<file path="src/rtl/mux_port_arbiter.sv">
// Round-robin arbiter for a shared 4:1 register-address mux.
// One holder at a time; the grant is released on last, on a dropped request, or on hold timeout.
module mux_port_arbiter #(
    parameter int HOLD_MAX = 8,
    parameter int CW       = 8
) (
    input  logic       clk,
    input  logic       rst,
    input  logic [3:0] req,
    input  logic [3:0] last,
    output logic [3:0] grant,
    output logic [1:0] sel,
    output logic       busy,
    output logic       timeout
);

    typedef enum logic {
        IDLE = 1'b0,
        OWN  = 1'b1
    } state_t;

    state_t          state_q, state_d;
    logic   [3:0]    grant_q, grant_d;
    logic   [1:0]    sel_q, sel_d;
    logic            busy_q, busy_d;
    logic            timeout_q, timeout_d;
    logic   [1:0]    ptr_q, ptr_d;
    logic   [CW-1:0] cnt_q, cnt_d;

    logic   [1:0]    win;
    logic   [1:0]    idx;
    logic            found;
    logic            hold_done;

    always_comb begin
        state_d   = state_q;
        grant_d   = grant_q;
        sel_d     = sel_q;
        busy_d    = busy_q;
        timeout_d = 1'b0;
        ptr_d     = ptr_q;
        cnt_d     = cnt_q;
        win       = ptr_q;
        idx       = ptr_q;
        found     = 1'b0;
        hold_done = (cnt_q == CW'(HOLD_MAX));

        // Scan ptr, ptr+1, ptr+2, ptr+3 (mod 4); the first requester wins.
        for (int k = 0; k < 4; k++) begin
            idx = ptr_q + 2'(k);
            if (!found && req[idx]) begin
                win   = idx;
                found = 1'b1;
            end
        end

        case (state_q)
            IDLE: begin
                if (found) begin
                    state_d = OWN;
                    grant_d = 4'b0001 << win;
                    sel_d   = win;
                    busy_d  = 1'b1;
                    cnt_d   = CW'(1);
                end
            end
            OWN: begin
                if (!req[sel_q] || last[sel_q] || hold_done) begin
                    state_d   = IDLE;
                    grant_d   = 4'b0000;
                    sel_d     = 2'b00;
                    busy_d    = 1'b0;
                    cnt_d     = '0;
                    ptr_d     = sel_q + 2'd1;
                    // A dropped request or a normal end takes precedence over the timeout.
                    timeout_d = req[sel_q] & ~last[sel_q];
                end else begin
                    cnt_d = cnt_q + CW'(1);
                end
            end
            default: begin
                state_d = IDLE;
            end
        endcase
    end

    always_ff @(posedge clk) begin
        if (rst) begin
            state_q   <= IDLE;
            grant_q   <= 4'b0000;
            sel_q     <= 2'b00;
            busy_q    <= 1'b0;
            timeout_q <= 1'b0;
            ptr_q     <= 2'b00;
            cnt_q     <= '0;
        end else begin
            state_q   <= state_d;
            grant_q   <= grant_d;
            sel_q     <= sel_d;
            busy_q    <= busy_d;
            timeout_q <= timeout_d;
            ptr_q     <= ptr_d;
            cnt_q     <= cnt_d;
        end
    end

    assign grant   = grant_q;
    assign sel     = sel_q;
    assign busy    = busy_q;
    assign timeout = timeout_q;

endmodule
</file>
<file path="config.mk">
export PLATFORM = sky130hd
export DESIGN_NAME = mux_port_arbiter
export DESIGN_NICKNAME = d
export VERILOG_FILES = /design/src/rtl/mux_port_arbiter.sv
export SDC_FILE = /design/constraint.sdc
export NUM_CORES = 1
export LEC_CHECK = 0
export ABC_CLOCK_PERIOD_IN_PS = 2050
export CAP_MARGIN = 20
export CORE_ASPECT_RATIO = 1.75
export CORE_MARGIN = 3
export CORE_UTILIZATION = 40
export DETAILED_ROUTE_END_ITERATION = 8
export HOLD_SLACK_MARGIN = 0.12
export PLACE_DENSITY = 0.73
export RECOVER_POWER = 25
export SYNTH_ARGS = -nofsm -noshare
export SYNTH_HDL_FRONTEND = slang
export SYNTH_SLANG_ARGS = --single-unit
</file>
<file path="constraint.sdc">
create_clock -name clk -period 2.05 [get_ports clk]
set_input_delay 0.41 -clock clk [delete_from_list [all_inputs] [get_ports clk]]
set_output_delay 0.41 -clock clk [all_outputs]
set_load 0.03 [all_outputs]
</file>
* Word-level counts from Yosys, hierarchy flattened
Index checks and enable logic that the tools add are counted.
Storage, ports and cells: flip-flop bits (word level) 19, input port bits 10, output and inout port bits 8, logic and storage cells 71
Cells by class: add/subtract/negate cells 5, order comparisons 5, equal/unequal tests 3, shift-type cells 1, mux-type cells 34, bitwise gates (word level) 4, reduce and logical (&&, ||, !) cells 12
Operators by type and width (number):
- two-way mux 8 bit | 2
- case mux 8 bit (2 select lines) | 1
- less-than comparator 2 x 3 -> 1 bit, second input constant | 5
- two-way mux 1 bit | 14
- binary-select mux 1 bit (select 2 bit) | 6
- two-way mux 2 bit | 5
- adder 8 x 1 -> 8 bit, second input constant | 1
- equality test 8 x 4 -> 1 bit, second input constant | 1
- two-way mux 4 bit | 2
- case mux 4 bit (2 select lines) | 1
- adder 2 x 1 -> 2 bit, second input constant | 2
- adder 2 bit, second input constant | 2
- zero test 1 bit | 4
- case mux 1 bit (2 select lines) | 2
- case mux 2 bit (2 select lines) | 1
- AND reduction 2 bit | 2
- left shift 1 x 2 -> 4 bit, first input constant | 1
- logical AND 1 bit | 3
- NOT 1 bit | 3
- OR reduction 3 bit | 1
- logical OR 1 bit | 2
- != test 2 x 1 -> 1 bit, second input constant | 1
- != test 2 bit, second input constant | 1
- bitwise AND 1 bit | 1

* Depth between registers and ports, before layout
word-level depth 15, mapped depth 6, depth with buffers taken out 6

* Worst setup path before layout
OpenSTA, ideal clock, no wires.
path type flip-flop to flip-flop, from register sel_q[0], in the netlist sel[0], to register ptr_q[0], library setup time 0.123 ns, arrival 1.674 ns, required time 1.927 ns, slack 0.253 ns, stages on the path, launching flop included 5, path buffers 0, period minus slack after synthesis 1.797 ns, cell sequence dfxtp_1 -> inv_1 -> mux4_2 -> a21boi_4 -> mux2_1
On the way: cells in the longest elaborated chain, start to end 6, elaborated cells on any way between the ends 9, classes of those cells 1 x add/sub; 4 x mux; 4 x reduce/logical
Ends and longest elaborated chain:
- from (decl) | RTL line 24 | logic [1:0] sel_q, sel_d;
- from (signal assigned) | RTL line 99 | sel_q <= sel_d;
- binary-select mux 1 bit (select 2 bit) | RTL line 68 | if (!req[sel_q] || last[sel_q] || hold_done) begin
- two-way mux 1 bit (implied by the code) | RTL line 68
- zero test 1 bit | RTL line 68
- logical OR 1 bit (2 in a row) | RTL line 68
- AND reduction 2 bit (no line)
- to (signal assigned) | RTL line 102 | ptr_q <= ptr_d;
- to (decl) | RTL line 27 | logic [1:0] ptr_q, ptr_d;
Several ways; a longest one is shown, not always the timed one. The select of a mux whose other input is x is not followed. A chain may end at the register's enable or synchronous reset.

* Worst setup path in the final report
from input port req[3], to register grant_q[3], in the netlist grant[3]
On the way: cells in the longest elaborated chain, start to end 15, elaborated cells on any way between the ends 32, classes of those cells 2 x eq/ne; 1 x shift; 19 x mux; 10 x reduce/logical
Ends and longest elaborated chain:
- from (decl) | RTL line 9 | input logic [3:0] req,
- binary-select mux 1 bit (select 2 bit) | RTL line 51 | if (!found && req[idx]) begin
- two-way mux 1 bit (implied by the code) | RTL line 51
- two-way mux 1 bit | RTL line 51
- zero test 1 bit | RTL line 51
- logical AND 1 bit | RTL line 51
- two-way mux 1 bit | RTL line 51
- zero test 1 bit | RTL line 51
- logical AND 1 bit | RTL line 51
- two-way mux 1 bit | RTL line 51
- zero test 1 bit | RTL line 51
- logical AND 1 bit | RTL line 51
- two-way mux 2 bit | RTL line 51
- left shift 1 x 2 -> 4 bit | RTL line 61 | grant_d = 4'b0001 << win;
- two-way mux 4 bit | RTL line 59 | if (found) begin
- case mux 4 bit (2 select lines) | RTL line 57 | case (state_q)
- to (signal assigned) | RTL line 98 | grant_q <= grant_d;
- to (decl) | RTL line 23 | logic [3:0] grant_q, grant_d;
Several ways; a longest one is shown, not always the timed one. The select of a mux whose other input is x is not followed.

==> impl_metrics.yaml <==
status:
  status: "complete, no violations"
synth:
  synth.most_common_cell: "dfxtp_1"
  synthTopCellsByArea: "dfxtp_1 (36%), nand2_1 (4.3%), nor2b_1 (4.2%)"
  postSynthAreaPerCell_um2: 8.484
  ys_ff_latch: 19
  synth_area_leader_cell: "dfxtp_1"
  synthFlopType: "dfxtp_1"
  ys_warn_count: 0
  synth_top_cell_area_share_pct: 36.45
  async_reset_ff_share_pct: 0
  yosysSeqAreaShare_pct: 36.45
  syn_area_mm2: 0.001044
  synth_fp_nets: 135
  ys_types: 36
  netlist_top_cells_count: "dfxtp_1 (19), nand2_1 (12), nor2_1 (10)"
  synth_edf_count: 0
  synth_cells: 123
timing:
  rsz0062_at_grt: "false"
  hold_viol_final: 0
  slew_violations: 0
  timing.final.crit_share_pct: 93.22
  maxSlewHeadroom_pct: 64.72
  max_freq_mhz: 523.3
  setup_viol: 0
  finalClockSkew_ns: 0.001560
  tightest_slew_ns: 0.5281
  min_period_ns: 1.911
pwr:
  peakVddDrop_mv: 0.3638
  power_w: 0.0008670
  intPower_w: 0.0006223
  switching_share_pct: 28.22
  pwr-share-seq_pct: 47.2
  combPwrFrac_pct: 23.3
  power_density_mw_per_mm2: 636.9
  p_leak_nw: 0.4894
  switching_power_w: 0.0002447
  pwr-share-clk_pct: 29.5
route:
  first_pass_iters: 4
  met2_length_um: 1442
  top_layer_used: "met4"
  ant_nets: 0
  wl_met3_um: 121
  drc: 0
  viasPerCell: 5.920
  wl_um: 2568
  drt_iter0_drc: 47
  wl_met1_um: 989
  via_count: 1042
  wire_per_inst_um: 14.59
placed_design:
  portBuffers: 17
  placedCellCount: 172
  placed_cell_area_mm2: 0.001310
  routabilityCongestion: 0.8531
  dp_hpwl_um: 1980
clock_tree:
  cts_resized: 0
  cts-root-buf: "clkbuf_8"
  cts_tree: "done"
  cts_buffers: 3
  cts.sinks: 19
  ctsLongestPathBuffers: 2
  cts_setup_buffers: 0
  clk_pin_slew_ns: 0.07
  cts_hold_buf: 0
  htreeDepth: 1
  worstSkewPairLatency_ns: 0.25
global_routing:
  grt_antenna_before_repair: 0
  overflow: 0
  grt_max_degree: 24
  grt_pass1_wl_um: 4574
  grt_use_total_pct: 17.96
  grt_pass1_vias: 1023
setup_path:
  crit_chain: "clkdlybuf4s50_1, buf_4, and3b_1, a2111oi_2, o21ai_0, o32ai_1"
  worst-setup-path-type: "input pin to register"
  startpoint_type: "input pin"
  required_ns: 2.20
  critPathCaptureType: "register"
  path_max_fanout: 7
  slowest_stage: "clkdlybuf4s50_1"
  rr_startpoint: "cnt_q[0]"
  max_stage_delay_ns: 0.48
  arrival_ns: 2.06
  crit_path_start: "req[3]"
worst_hold_path:
  hold_path_class: "register to register"
  holdCritStartpoint: "grant[1]"
cells_and_area:
  final_util_pct: 56.99
  finalNonFillerCells: 176
  fin_nets: 164
  fill_cells: 212
  drive_gt1_share_pct: 13.91
  diodes: 0
  area.growth.synth_to_final_pct: 30.46
  design_area_mm2: 0.001361
die:
  start_util_pct: 43.69
  die_area_mm2: 0.003282
  die_x_um: 44.61
  ios: 18
  chipHeight_um: 73.57
  coreArea_mm2: 0.002389
  row_count: 23
run:
  maxCapViolations: 0
==> sequential cells by signal (all words and copies together), names as in the netlist <==
register and cells:
busy 1, cnt_q 8, grant 4, ptr_q 2, sel 2, state_q 1, timeout 1
==> worst paths after layout <==
kind / to / cells past startpoint / slack (ns)
max reg2reg: sel[0] / 6 / 0.23
max: grant[3] / 6 / 0.14
min reg2reg: grant[1] / 2 / 0.48
min: grant[1] / 2 / 0.48
==> cells in the final DEF, fill, tap and decap left out, types with 2 or more instances in the layout <==
cell type,instances
dfxtp_1,19
nand2_1,12
buf_4,12
clkdlybuf4s50_1,11
nor2_1,10
inv_1,7
nor2b_1,7
a21oi_1,6
dlygate4sd3_1,6
o32ai_1,5
a31oi_1,5
nand3_1,4
nor3_1,4
o21a_1,3
o211ai_1,3
o21ai_0,3
nand2b_1,3
nand4_1,3
clkbuf_8,3
and3b_1,2
or3_1,2
mux2_1,2
nand4b_1,2
ha_1,2
==> kinds of logic after synthesis <==
logic type / Yosys count / share of synthesized area [%]
fa+ha+maj: 2 / 2.398
flops: 19 / 36.45
xor+xnor: 1 / 0.8395
simple gates: 53 / 26.86
compound gates: 33 / 24.22
mux: 3 / 4.316
buf+inv: 12 / 4.917
==> power by group through the flow <==
| stage | logic (W) | registers [W] | clock network, W |
|---|---|---|---|
| 4_1_cts | 0.000204 | 0.000409 | 0.000260 |
| 5_1_grt | 0.000219 | 0.000412 | 0.000272 |
| 6_report | 0.000202 | 0.000409 | 0.000256 |
| 3_5_place_dp | 0.000203 | 0.000417 | 0 |
| 2_1_floorplan | 0.0000945 | 0.000434 | 0 |
| 3_3_place_gp | 0.000199 | 0.000417 | 0 |
==> critical path, delay by kind of cell <==
kind | cells | cell delay [ns]
buffers and inverters | 2 | 0.63
AO/OA/AOI/OAI | 3 | 0.84
AND/OR/NAND/NOR | 1 | 0.18
==> routing by layer <==
metal  vias to the layer above  global-route usage, %
li1                        514                      -
met1                       493                  21.12
met2                        33                  32.64
met3                         2                  2.696
met4                         0                  4.362
met5                         -                      0
==> cell type report <==
cell class / count / area (um2) / area share (%)
clock buffer: 4 / 45.04 / 3.309
inverter: 7 / 26.28 / 1.930
multi-input combinational: 92 / 618.1 / 45.40
sequential: 19 / 380.4 / 27.94
tap: 25 / 31.28 / 2.298
timing repair buffer: 29 / 260.3 / 19.12
==> stage by stage <==
stage / setup TNS [ns] / hold WS (ns) / setup slack, ns
after floorplan: 0 / 0.4633 / 0.2529
after global placement: -0.3288 / 0.4665 / -0.07511
after detailed placement: -0.6494 / 0.4707 / -0.1147
after CTS: 0 / 0.4911 / 0.1518
after global routing: 0 / 0.5110 / 0.0004823
final: 0 / 0.4817 / 0.1390
(Power assumes the default switching activity.)
